==> src/rtl/cpu4_pkg.sv <==
// Shared definitions for the 4-bit CPU: opcodes, ALU op codes, controller states
// and instruction field positions.
package cpu4_pkg;

  localparam logic [2:0] OP_NOP = 3'b000;
  localparam logic [2:0] OP_LDI = 3'b001;
  localparam logic [2:0] OP_ADD = 3'b010;
  localparam logic [2:0] OP_CMP = 3'b011;
  localparam logic [2:0] OP_ROL = 3'b100;
  localparam logic [2:0] OP_JZ  = 3'b101;
  localparam logic [2:0] OP_JC  = 3'b110;
  localparam logic [2:0] OP_HLT = 3'b111;

  localparam logic [1:0] ALU_CMP = 2'b00;
  localparam logic [1:0] ALU_ROL = 2'b10;
  localparam logic [1:0] ALU_ADD = 2'b11;

  typedef enum logic [1:0] {
    ST_BOOT  = 2'd0,
    ST_FETCH = 2'd1,
    ST_EXEC  = 2'd2,
    ST_HALT  = 2'd3
  } state_t;

  localparam int OP_MSB  = 9;
  localparam int OP_LSB  = 7;
  localparam int RD_MSB  = 6;
  localparam int RD_LSB  = 5;
  localparam int RS_MSB  = 1;
  localparam int RS_LSB  = 0;
  localparam int IMM_MSB = 3;
  localparam int IMM_LSB = 0;

endpackage

==> src/rtl/cpu4_regfile.sv <==
// Four 4-bit registers: two combinational read ports, one write port on the
// rising edge, cleared asynchronously by reset.
module cpu4_regfile
  import cpu4_pkg::*;
(
  input  logic        clk,
  input  logic        rst_n,
  input  logic [1:0]  rd_addr_i,
  input  logic [1:0]  rs_addr_i,
  output logic [3:0]  rd_data_o,
  output logic [3:0]  rs_data_o,
  input  logic        we_i,
  input  logic [1:0]  wr_addr_i,
  input  logic [3:0]  wr_data_i,
  output logic [15:0] dump_o
);

  logic [3:0][3:0] regs_q;

  always_ff @(posedge clk or negedge rst_n) begin
    if (!rst_n) begin
      regs_q <= '0;
    end else if (we_i) begin
      regs_q[wr_addr_i] <= wr_data_i;
    end
  end

  assign rd_data_o = regs_q[rd_addr_i];
  assign rs_data_o = regs_q[rs_addr_i];
  assign dump_o    = regs_q;

endmodule

==> src/rtl/cpu4_exec_ctrl.sv <==
// Fetch/execute controller: fetches over req/ack, drives the external
// combinational ALU in EXEC and commits result, flags and PC at the end of EXEC.
module cpu4_exec_ctrl
  import cpu4_pkg::*;
(
  input  logic        clk,
  input  logic        rst_n,
  output logic        imem_req,
  output logic [3:0]  imem_addr,
  input  logic        imem_ack,
  input  logic [9:0]  imem_data,
  output logic [3:0]  alu_a,
  output logic [3:0]  alu_b,
  output logic [1:0]  alu_op,
  input  logic [3:0]  alu_r,
  input  logic        alu_cf,
  input  logic        alu_sf,
  input  logic        alu_zf,
  output logic [2:0]  flags,
  output logic [3:0]  pc,
  output logic        halted,
  output logic [15:0] reg_dump
);

  state_t      state_q;
  logic [3:0]  pc_q, pc_d;
  logic [9:0]  ir_q;
  logic [2:0]  flags_q;
  logic        req_q;
  logic        halted_q;

  logic [2:0]  op;
  logic [1:0]  rd, rs;
  logic [3:0]  imm;
  logic [3:0]  rd_val, rs_val;
  logic        in_exec, is_alu, rf_we;
  logic [3:0]  rf_wdata;
  logic        unused_ir;

  assign op        = ir_q[OP_MSB:OP_LSB];
  assign rd        = ir_q[RD_MSB:RD_LSB];
  assign rs        = ir_q[RS_MSB:RS_LSB];
  assign imm       = ir_q[IMM_MSB:IMM_LSB];
  assign unused_ir = ir_q[4];

  assign in_exec = (state_q == ST_EXEC);
  assign is_alu  = (op == OP_ADD) || (op == OP_CMP) || (op == OP_ROL);

  cpu4_regfile u_regfile (
    .clk       (clk),
    .rst_n     (rst_n),
    .rd_addr_i (rd),
    .rs_addr_i (rs),
    .rd_data_o (rd_val),
    .rs_data_o (rs_val),
    .we_i      (rf_we),
    .wr_addr_i (rd),
    .wr_data_i (rf_wdata),
    .dump_o    (reg_dump)
  );

  // ALU sees the idle pattern (ADD of zeros) unless an ALU op is executing.
  always_comb begin
    alu_op = ALU_ADD;
    alu_a  = 4'd0;
    alu_b  = 4'd0;
    if (in_exec && is_alu) begin
      alu_a = rd_val;
      alu_b = rs_val;
      case (op)
        OP_CMP:  alu_op = ALU_CMP;
        OP_ROL:  alu_op = ALU_ROL;
        default: alu_op = ALU_ADD;
      endcase
    end
  end

  assign rf_we    = in_exec && ((op == OP_LDI) || (op == OP_ADD) || (op == OP_ROL));
  assign rf_wdata = (op == OP_LDI) ? imm : alu_r;

  // Jumps test the stored flags: {CF,SF,ZF}.
  always_comb begin
    pc_d = pc_q + 4'd1;
    case (op)
      OP_JZ:   if (flags_q[0]) pc_d = imm;
      OP_JC:   if (flags_q[2]) pc_d = imm;
      OP_HLT:  pc_d = pc_q;
      default: pc_d = pc_q + 4'd1;
    endcase
  end

  always_ff @(posedge clk or negedge rst_n) begin
    if (!rst_n) begin
      state_q  <= ST_BOOT;
      pc_q     <= 4'd0;
      ir_q     <= 10'd0;
      flags_q  <= 3'b000;
      req_q    <= 1'b0;
      halted_q <= 1'b0;
    end else begin
      case (state_q)
        ST_BOOT: begin
          state_q <= ST_FETCH;
          req_q   <= 1'b1;
        end
        ST_FETCH: begin
          if (imem_ack) begin
            ir_q    <= imem_data;
            state_q <= ST_EXEC;
            req_q   <= 1'b0;
          end
        end
        ST_EXEC: begin
          if (is_alu) flags_q <= {alu_cf, alu_sf, alu_zf};
          pc_q <= pc_d;
          if (op == OP_HLT) begin
            state_q  <= ST_HALT;
            halted_q <= 1'b1;
          end else begin
            state_q <= ST_FETCH;
            req_q   <= 1'b1;
          end
        end
        default: begin
          state_q <= ST_HALT;
        end
      endcase
    end
  end

  assign imem_req  = req_q;
  assign imem_addr = pc_q;
  assign pc        = pc_q;
  assign flags     = flags_q;
  assign halted    = halted_q;

endmodule

==> config.mk <==
export PLATFORM = sky130hd
export DESIGN_NAME = cpu4_exec_ctrl
export DESIGN_NICKNAME = d
export VERILOG_FILES = /design/src/rtl/cpu4_pkg.sv /design/src/rtl/cpu4_regfile.sv /design/src/rtl/cpu4_exec_ctrl.sv
export SDC_FILE = /design/constraint.sdc
export NUM_CORES = 1
export LEC_CHECK = 0
export BUFFER_PORTS_ARGS = -buffer_cell sky130_fd_sc_hd__buf_4
export CORE_MARGIN = 3
export CORE_UTILIZATION = 50
export CTS_BUF_LIST = sky130_fd_sc_hd__clkbuf_16
export CTS_CLUSTER_SIZE = 28
export DETAILED_ROUTE_END_ITERATION = 12
export PLACE_DENSITY_LB_ADDON = 0.08
export SLEW_MARGIN = 25
export SYNTH_ARGS = -nofsm -noshare
export SYNTH_HDL_FRONTEND = slang
export SYNTH_HIERARCHICAL = 1
export SYNTH_SLANG_ARGS = --single-unit
==> constraint.sdc <==
create_clock -name clk -period 2.5 [get_ports clk]
set_input_delay 0.125 -clock clk [delete_from_list [all_inputs] [get_ports clk]]
set_output_delay 0.125 -clock clk [all_outputs]
set_load 0.01 [all_outputs]
=== Yosys cells after proc, flatten, opt, wreduce, memory -nomap -nowiden ===
Cells that the tools add are included.

* Bits of input ports: 20
* Bits in registers: 37
* Output and inout bits: 39

* Bitwise operators: 1
* Add/sub/neg operators: 1
* Mux-type cells: 21
* Reductions and logical operators: 14
* Equality and inequality tests: 11
* Magnitude comparators: 3

{| class="wikitable"
|+ Operators with widths
! cell !! number
|-
| $mux 4 || 8
|-
| $bmux 4 s2 || 2
|-
| $bwmux 16 || 1
|-
| $eq 3x3->1 const B || 4
|-
| $pmux 4 s3 || 1
|-
| $demux 4 s2 || 1
|-
| $reduce_and 2->1 || 4
|-
| $eq 3x2->1 const B || 2
|-
| $lt 2x3->1 const B || 2
|-
| $mux 2 || 3
|-
| $pmux 2 s3 || 1
|-
| $add 4x1->4 const B || 1
|-
| $logic_or 1x1->1 || 4
|-
| $ne 2x2->1 const B || 2
|-
| $pmux 2 s2 || 1
|-
| $eq 3x1->1 const B || 1
|-
| $logic_and 1x1->1 || 3
|-
| $pmux 1 s3 || 1
|-
| $reduce_and 3->1 || 1
|-
| $reduce_bool 3->1 || 1
|-
| $eq 2x1->1 const B || 1
|-
| $eq 2x2->1 const B || 1
|-
| $ge 2x1->1 const B || 1
|-
| $logic_not 2->1 || 1
|-
| 2 further kinds || 3
|}

=== Longest topological paths before layout ===
Gate-level depths: netlist (run 1).

* Word-level depth: 5
* Gate-level depth with buffers: 7

=== Modules after synthesis ===
Netlist (run 1), hierarchy kept.

{| class="wikitable"
|+ Modules (own cells, without submodules)
! module !! area an instance (sq um) !! sequential area each (sq um) !! times used !! cells each
|-
| cpu4_exec_ctrl || 1,156.1 || 500.5 || 1 || 102
|-
| cpu4_regfile || 807.0 || 400.4 || 1 || 44
|}

=== Worst setup path before layout (run 1) ===
OpenSTA, ideal clock, no wires.

* Path type: reg-to-reg
* From: register ir_q[8]
* To: register u_regfile.regs_q, in the netlist u_regfile/dump_o[0]
* Path buffers: 1
* Setup slack: 0.694 ns
* Stages on the path, launching flop included: 7
* Arrival: 1.682 ns
* Required time: 2.375 ns
* Cell sequence: dfrtp_1 > buf_6 > nor3b_2 > nor2_1 > nor2_1 > nor3b_4 > mux2_2

* Cells in the longest elaborated chain, start to end: 4
* Elaborated cells between the ends (all ways): 8
* Those cells by class: eq/ne (3); mux (2); reduce/logical (3)

{| class="wikitable"
|+ Ends and longest elaborated chain
! what !! line !! text
|-
| from (decl) || cpu4_exec_ctrl.sv:27 || <nowiki>logic [9:0] ir_q;</nowiki>
|-
| from (signal assigned) || cpu4_exec_ctrl.sv:108 || <nowiki>ir_q <= imem_data;</nowiki>
|-
| $eq 3x1->1 / $eq 3x2->1 (equally long branches) || cpu4_exec_ctrl.sv:78 || <nowiki>assign rf_we = in_exec && ((op == OP_LDI) || (op == OP_ADD) || (op == OP_ROL));</nowiki>
|-
| $logic_or 1x1->1 || cpu4_exec_ctrl.sv:78 ||
|-
| $logic_or 1x1->1 * || cpu4_exec_ctrl.sv:78 ||
|-
| $logic_and 1x1->1 * || cpu4_exec_ctrl.sv:78 ||
|-
| via rf_we || cpu4_exec_ctrl.sv:36 || <nowiki>logic in_exec, is_alu, rf_we;</nowiki>
|-
| to (signal, indexed assignment) || cpu4_regfile.sv:24 || <nowiki>regs_q[wr_addr_i] <= wr_data_i;</nowiki>
|-
| to (decl) || cpu4_regfile.sv:18 || <nowiki>logic [3:0][3:0] regs_q;</nowiki>
|}

Mark *: on every way through the listed nets, which the timed path passes. The rest lies on a longest branch.
A chain may end at the register's enable or synchronous reset.

=== Worst setup path in the final report (run 1) ===
* From: register ir_q[8]
* To: register u_regfile.regs_q, in the netlist u_regfile/dump_o[1]

The elaborated chain is that of the path after synthesis.

==> metrics.cfg, run 1 <==
[run_status]
status=finished clean

[yosys]
yosys.area.top_type=dfrtp_1
synth_ff_type=dfrtp_1
yosysUniqueCellTypes=37
syn_avg_cell_area_sq_um=13.4
syn-instance-count=146
synthTopCellsByArea=dfrtp_1 (46%), mux2_2 (17%), mux4_2 (6.9%)
yosys_warnings=6
synth_most_common_cell=dfrtp_1
synth_edf_count=0
synthArstFlopShare=1.00
ys_ff_latch=36
synth-seq-area-share=0.459
syn_nets=167
synth_top_area_share=0.459
synth.cell_area_sq_um=1960
synth.cells.most_frequent=dfrtp_1 (36), mux2_2 (29), and2_1 (8)

[setup_path]
reg2reg_from=ir_q[8]
endpoint_kind=flop
setup.worst_path.start=ir_q[8]
cp_data_required_time_ps=2650
arrival_ps=2170
crit_type=reg2reg
cp_max_fo=10
startpoint_type=flop

[grt]
grt_pass1_wl_mm=6.64
grt_pass1_vias=1296
grt_overflow=0
grt_max_degree=37
antenna_found_initial=0
grt_use_total=0.200

[pwr]
p_leak_uw=0.00128
p_sw_frac=0.200
pwr-share-comb=0.059
power_density_nw_per_um2=491
pwr-share-seq=0.486
p_clk_frac=0.454
peakVddDrop_mv=0.422
power_switching_uw=249
p_int_uw=992

[hold_path]
min_from=imem_data[5]
min_path_type=in2reg

[die]
rows=22
die_h_um=68.7
die_w_um=68.7
pin_count=59
initial_utilization=0.528
die-area_sq_um=4710
core-area_sq_um=3720

[drt]
ant_nets=0
drcViolationCount=0
via_per_inst=5.39
wl_per_cell_um=16.9
drt_pass1_iterations=4
wl_mm=4.24
initialDrtViolationCount=84
vias=1354

[sta]
fmax_mhz=496
setup_viol=0
relSlewSlack=0.660
layout_min_cycle_time_ps=2020
finClkSkew_ps=4.57
tightestPinTransition_ps=510
period_share=0.806
slew_violations=0
finalSetupTns_ps=0
finalHoldViolCount=0
rsz0062_at_grt=no

[place]
place.port_buffers=57
dpl.hpwl_mm=3.04
place_congestion=0.784

[layout]
final_util=0.679
fillerInstances=286
drive_above_1_share=0.537
area_growth_pct=28.6
antenna_cells=0
nets=224

[clock_network]
htree_levels=2
hold_buffers=1
cts.sinks=36
clkTransAtPathRegs_ps=50
root_buffer=clkbuf_16
post_cts_buffers=0
cts_tree=yes
cts_buffers=5
clk_path_buf_depth=2
clk_latency_ps=270
cts-resized-gates=0

[job]
cap_violations=0

-- kinds of logic (layout without fill, tap and decap cells) --
logic type | count (synthesis) | after routing | share of synthesized area
AOI/OAI and AO/OA | 14 | 14 | 0.0504
xor gates and xnor gates | 2 | 2 | 0.00892
adders and majority gates | 1 | 1 | 0.00637
buffers and inverters | 14 | 71 | 0.0484
DFF | 36 | 36 | 0.459
muxes | 42 | 42 | 0.293
and+or+nand+nor | 37 | 37 | 0.134
-- area by class of cell --
type                            count  area (sq um)  area share
Clock buffer                        5           125      0.0496
Clock inverter                      2          7.51     0.00297
Inverter                            5          18.8     0.00743
Multi-Input combinational cell     96           967       0.383
Sequential cell                    36           901       0.357
Tap cell                           48          60.1      0.0238
Timing Repair Buffer               59           445       0.176
-- critical path, stage by stage, from the launching register on --
cell     delay [ps]
dfrtp_1         520
nor3b_2         230
buf_4           160
nor2_1           50
nor2_1          200
nor3b_4         340
mux2_2          380
-- layout by cell type (no fill, tap or decap), drive strengths merged --
| master | count |
|---|---|
| nand3 | 1 |
| o211ai | 1 |
| nand4 | 2 |
| a21oi | 3 |
| a22oi | 1 |
| or2 | 1 |
| dlygate4sd3 | 1 |
| buf | 58 |
| a32oi | 1 |
| mux2 | 32 |
| clkinv | 2 |
| dfrtp | 36 |
| inv | 5 |
| nor2 | 7 |
| mux2i | 2 |
| clkbuf | 5 |
| a21o | 1 |
| nor2b | 1 |
| mux4 | 8 |
| o21ai | 5 |
| and3 | 3 |
| nand2b | 2 |
| o221ai | 1 |
| nand2 | 5 |
| xnor2 | 2 |
| nand3b | 4 |
| nor3b | 3 |
| o21a | 1 |
| ha | 1 |
| and2 | 8 |
-- registers in the layout (all words and copies together) (netlist names) --
signal            cells
imem_req              1
imem_addr             4
flags                 3
state_q               2
u_regfile/dump_o     16
halted                1
ir_q                  9
-- final timing paths --
path	to	slack [ps]	depth (start not counted)
worst max register to register	u_regfile/dump_o[1]	480	6
worst min-delay path	ir_q[5]	70	2
worst max-delay path	u_regfile/dump_o[1]	480	6
max in group asynchronous	ir_q[7]	1810	2
worst min register to register	halted	460	1
min in group asynchronous	u_regfile/dump_o[9]	360	2
-- layer usage --
metal,global-route usage,up-vias,share of wire
met5,0,-,0
met4,0.0596,0,0.0054
met3,0.0551,2,0.063
met2,0.306,42,0.48
met1,0.277,667,0.45
li1,-,643,-
-- power groups by stage --
stage	clock network, uW	logic, uW	registers (uW)
final	563	73.6	603
after global routing	597	80.7	605
after CTS	579	75.1	603
after detailed placement	0	73.2	613
after global placement	0	70.9	612
after floorplan	0	16.1	615
-- metrics by stage --
step	instance area [sq um]	hold WS [ps]	setup WS [ps]	total power (uW)	instances
after global routing	2520	82.2	341	1280	251
after floorplan	1960	-171	694	631	146
after global placement	2380	101	556	682	243
after detailed placement	2380	112	504	686	243
final	2520	68.5	484	1240	251
after CTS	2520	67.9	478	1260	251
Note: power is estimated with default switching activity, not from simulation.
==> inputs of run 2 (changes only) <==
clock period = 2 ns   (was 2.5 ns; I/O delays follow)
==> run 2 against run 1 <==
Worst setup slack worse by 380 ps. Flip-flop and latch count unchanged. Sequential power is 25% higher. Clock skew decreased by 1.2 ps. Critical path type is now reg2out.
==> metrics.cfg, run 2 (synthesized netlist as in run 1, its figures left out) <==
[sta]
finClkSkew_ps=3.35
period_share=0.947
tightestPinTransition_ps=457
rsz0062_at_grt=no
setup_viol=0
slew_violations=0
finalHoldViolCount=0
layout_min_cycle_time_ps=1890
fmax_mhz=528
relSlewSlack=0.695
finalSetupTns_ps=0
whs_ps=41.5

[drt]
initialDrtViolationCount=54
via_per_inst=5.45
vias=1396
ant_nets=0
drt_pass1_iterations=4
wl_per_cell_um=17.2
drcViolationCount=0
wl_mm=4.40

[die]
pin_count=59
initial_utilization=0.528
die-area_sq_um=4710
rows=22
core-area_sq_um=3720
die_h_um=68.7
die_w_um=68.7

[layout]
drive_above_1_share=0.543
final_common_cell=buf_4
largest_reg_flops=16
final_cell_mix=buf_4 (62), dfrtp_1 (36), mux2_2 (29), and2_1 (8), inv_1 (7)
nets=228
area_growth_pct=30.3
fin_area_sq_um=2560
layout.cells.non_filler=256
antenna_cells=0

[place]
dpl_cell_area_sq_um=2400
dp_cells=246
place.port_buffers=57
place_congestion=0.803
dpl.hpwl_mm=3.29

[clock_network]
htree_levels=2
cts_buffers=5
clk_latency_ps=280
cts_tree=yes
cts-resized-gates=0
root_buffer=clkbuf_16
cts.sinks=36
clk_path_buf_depth=2
clkTransAtPathRegs_ps=50

[grt]
gr-usage-met3=0.0648
grt_pass1_vias=1416
grt_max_degree=37
use_met2=0.341
grt_overflow=0
gr-usage-met1=0.258
grt_use_total=0.210
grt_pass1_wl_mm=6.89
antenna_found_initial=0
gr-max-usage-layer=met2

[setup_path]
cp_max_fo=9
endpoint_kind=output port
crit_type=reg2out
startpoint_type=flop
cp_data_required_time_ps=1900
arrival_ps=1790

[pwr]
p_leak_uw=0.00131
p_total_uw=1560
power_density_nw_per_um2=610
peakVddDrop_mv=0.587

[hold_path]
min_path_type=in2reg

[job]
cap_violations=0

[run_status]
status=finished clean

-- run 2: changes by cell type in the layout (fill, tap and decap cells not counted) --
cell	before	now
inv_1	5	7
buf_4	58	62
clkinv_1	2	1
-- run 2: path summary, 6_finish.rpt --
kind | slack, ps | cells past startpoint | from | to
max | 110 | 3 | ir_q[5] | alu_a[2]
min | 40 | 2 | imem_data[5] | ir_q[5]
max reg2reg | 180 | 6 | ir_q[9] | u_regfile/dump_o[3]
min reg2reg | 460 | 1 | halted | halted
max in group asynchronous | 1370 | 2 | rst_n | flags[1]
min in group asynchronous | 310 | 2 | rst_n | imem_addr[0]
-- run 2: power by group --
part	total (uW)	switching (uW)	internal, uW
Clock	718	271	447
Combinational	90.0	36.9	53.1
Sequential	754	12.3	742
-- run 2: stage by stage --
stage                      util  setup WS [ps]
after floorplan               -            194
after global placement    0.647            285
after detailed placement  0.647            232
after CTS                 0.687           23.6
after global routing      0.689           3.42
final                     0.689            105
-- run 2: area by class of cell --
cell class	count	area (sq um)
Fill cell	302	1160
Timing Repair Buffer	63	475
Tap cell	48	60.1
Multi-Input combinational cell	96	967
Clock inverter	3	11.3
Sequential cell	36	901
Clock buffer	5	125
Inverter	5	18.8
-- run 2: timing repair --
| action | in CTS | in global routing |
|---|---|---|
| buffers inserted | 0 | 1 |
| hold buffers | 1 | 0 |
| hold endpoints to repair | 36 | 0 |
| endpoints found under the setup margin | 0 | 8 |
-- run 2: worst max-delay path, cell delays in order (launching register included) --
cell and delay, ps:
dfrtp_1 620, mux4_1 600, and2_1 160, buf_4 140
-- run 2: metal layers --
| metal | routed length [um] | vias to the layer above |
|---|---|---|
| li1 | - | 651 |
| met1 | 1870 | 691 |
| met2 | 2170 | 46 |
| met3 | 271 | 8 |
| met4 | 90 | 0 |
| met5 | 0 | - |
==> inputs of run 3 (changes only) <==
CORE_UTILIZATION = 46   (was 50)
clock period = 1.65 ns   (was 2 ns; I/O delays follow)
==> run 3 against run 2 <==
Flip-flop and latch count stayed put. Die area up 7.9%. Global-route usage shrank 1.7 points. Hold slack got worse by 14 ps. Critical path depth up 4. The flow now finishes with violations (negative setup slack). Power up 35%. Via count grew 2.4%. Highest routed layer unchanged. Clock power grew 50%.
==> metrics.cfg, run 3 (synthesized netlist as in run 1, its figures left out) <==
[layout]
drive_above_1_share=0.625
antenna_cells=0
final_common_cell=buf_4
multi_input_area_sq_um=1040
seq_area_sq_um=905
fillerInstances=298
layout.cells.non_filler=274
largest_reg_flops=16
area_growth_pct=45.3
final_cell_mix=buf_4 (63), dfrtp_1 (33), mux2_2 (21), buf_6 (14), mux2_4 (10)
nets=244

[pwr]
p_clk_frac=0.511
p_sw_frac=0.204
pwr-share-seq=0.434
p_total_uw=2100
power_switching_uw=428
pwr-share-comb=0.055
power_density_nw_per_um2=737
p_leak_uw=0.00143
p_int_uw=1680
peakVddDrop_mv=0.424

[setup_path]
arrival_ps=1920
cp_data_required_time_ps=1810
r2r_setup_slack_ps=-110
cp_max_fo=4
endpoint_kind=flop
crit_type=reg2reg
startpoint_type=flop

[job]
cap_violations=0

[clock_network]
cts.sinks=36
clk_latency_ps=280
root_buffer=clkbuf_16
htree_levels=2
cts_buffers=5
cts_tree=yes
clk_path_buf_depth=2
clkTransAtPathRegs_ps=60

[sta]
relSlewSlack=0.688
layout_min_cycle_time_ps=1760
rsz0062_at_grt=yes
finalSetupTns_ps=-1770
finalHoldViolCount=0
period_share=1.07
slew_violations=0
finClkSkew_ps=3.29
tightestPinTransition_ps=468
setup_viol=25
fmax_mhz=569
whs_ps=27.8
timing.final.ws_setup_ps=-109

[drt]
via_per_inst=5.22
drt_pass1_iterations=4
ant_nets=0
wl_per_cell_um=17.7
drcViolationCount=0
wl_mm=4.84
vias=1430
initialDrtViolationCount=90

[die]
core-area_sq_um=4060
initial_utilization=0.484
pin_count=59
die_h_um=71.3
die-area_sq_um=5090
die_w_um=71.3
rows=23

[grt]
grt_pass1_vias=1431
grt_max_degree=37
grt_overflow=0
antenna_found_initial=0
grt_pass1_wl_mm=7.50
grt_use_total=0.193

[place]
place_congestion=0.758
dp_cells=251
dpl.hpwl_mm=3.30
place.port_buffers=57

[run_status]
status=complete, but fails checks
violations=negative setup slack

[hold_path]
min_path_type=in2reg

run 3: cell count changes in the layout (fill, tap and decap cells not counted), moves of 3 or more:
cell,change
buf_6,+14
dfrtp_1,-3
dfrtp_2,+3
mux2_2,-8
mux2_4,+8
run 3: stage by stage:
stage | setup WS, ps | instance area [sq um] | utilization
floorplan | -55.8 | 1970 | -
global placement | 30.8 | 2450 | 0.604
detailed placement | -36.0 | 2450 | 0.604
CTS | -88.9 | 2770 | 0.682
global route | -155 | 2850 | 0.703
finish | -109 | 2850 | 0.703
run 3: worst paths after layout:
| check | from | end | cells after the start |
|---|---|---|---|
| max reg2reg | ir_q[8] | u_regfile/dump_o[8] | 7 |
| min reg2reg | halted | halted | 1 |
| min | imem_ack | state_q[1] | 3 |
| max in group asynchronous | rst_n | ir_q[0] | 2 |
| min in group asynchronous | rst_n | imem_addr[0] | 2 |
| max | ir_q[8] | u_regfile/dump_o[8] | 7 |
run 3: cell type report:
class,instances,share of cell area
Tap cell,50,0.0219
Clock inverter,3,0.0149
Timing Repair Buffer,79,0.232
Clock buffer,5,0.0439
Inverter,5,0.00658
Sequential cell,36,0.317
Multi-Input combinational cell,96,0.364
run 3: worst max-delay path, stage by stage, from the launching register on:
cell and delay, ps:
dfrtp_1 400, buf_4 150, nor3b_4 190, nor2_1 70, nor2_2 110, buf_4 140
nand3b_1 220, mux2_2 360
run 3: what timing repair did:
| item | in CTS | in global routing |
|---|---|---|
| resized for setup | 19 | 14 |
| gates cloned | 0 | 1 |
| setup buffers | 10 | 3 |
| setup endpoints to repair | 12 | 26 |
| pin swaps | 2 | 1 |
| hold buffers | 1 | 0 |
| endpoints found under the hold margin | 36 | 0 |
run 3: routing by layer:
| layer | vias to the layer above | global-route usage | share of wire |
|---|---|---|---|
| li1 | 685 | - | - |
| met3 | 4 | 0.0421 | 0.062 |
| met1 | 698 | 0.248 | 0.43 |
| met5 | - | 0 | 0 |
| met4 | 0 | 0.0626 | 0.011 |
| met2 | 43 | 0.324 | 0.50 |
run 3: power groups by stage:
| stage | Clock [uW] | Sequential (uW) | Combinational [uW] |
|---|---|---|---|
| finish | 1080 | 913 | 115 |
| detailed placement | 0 | 928 | 111 |
| global route | 1110 | 915 | 126 |
| global placement | 0 | 926 | 108 |
| floorplan | 0 | 932 | 24.4 |
| CTS | 1080 | 913 | 114 |
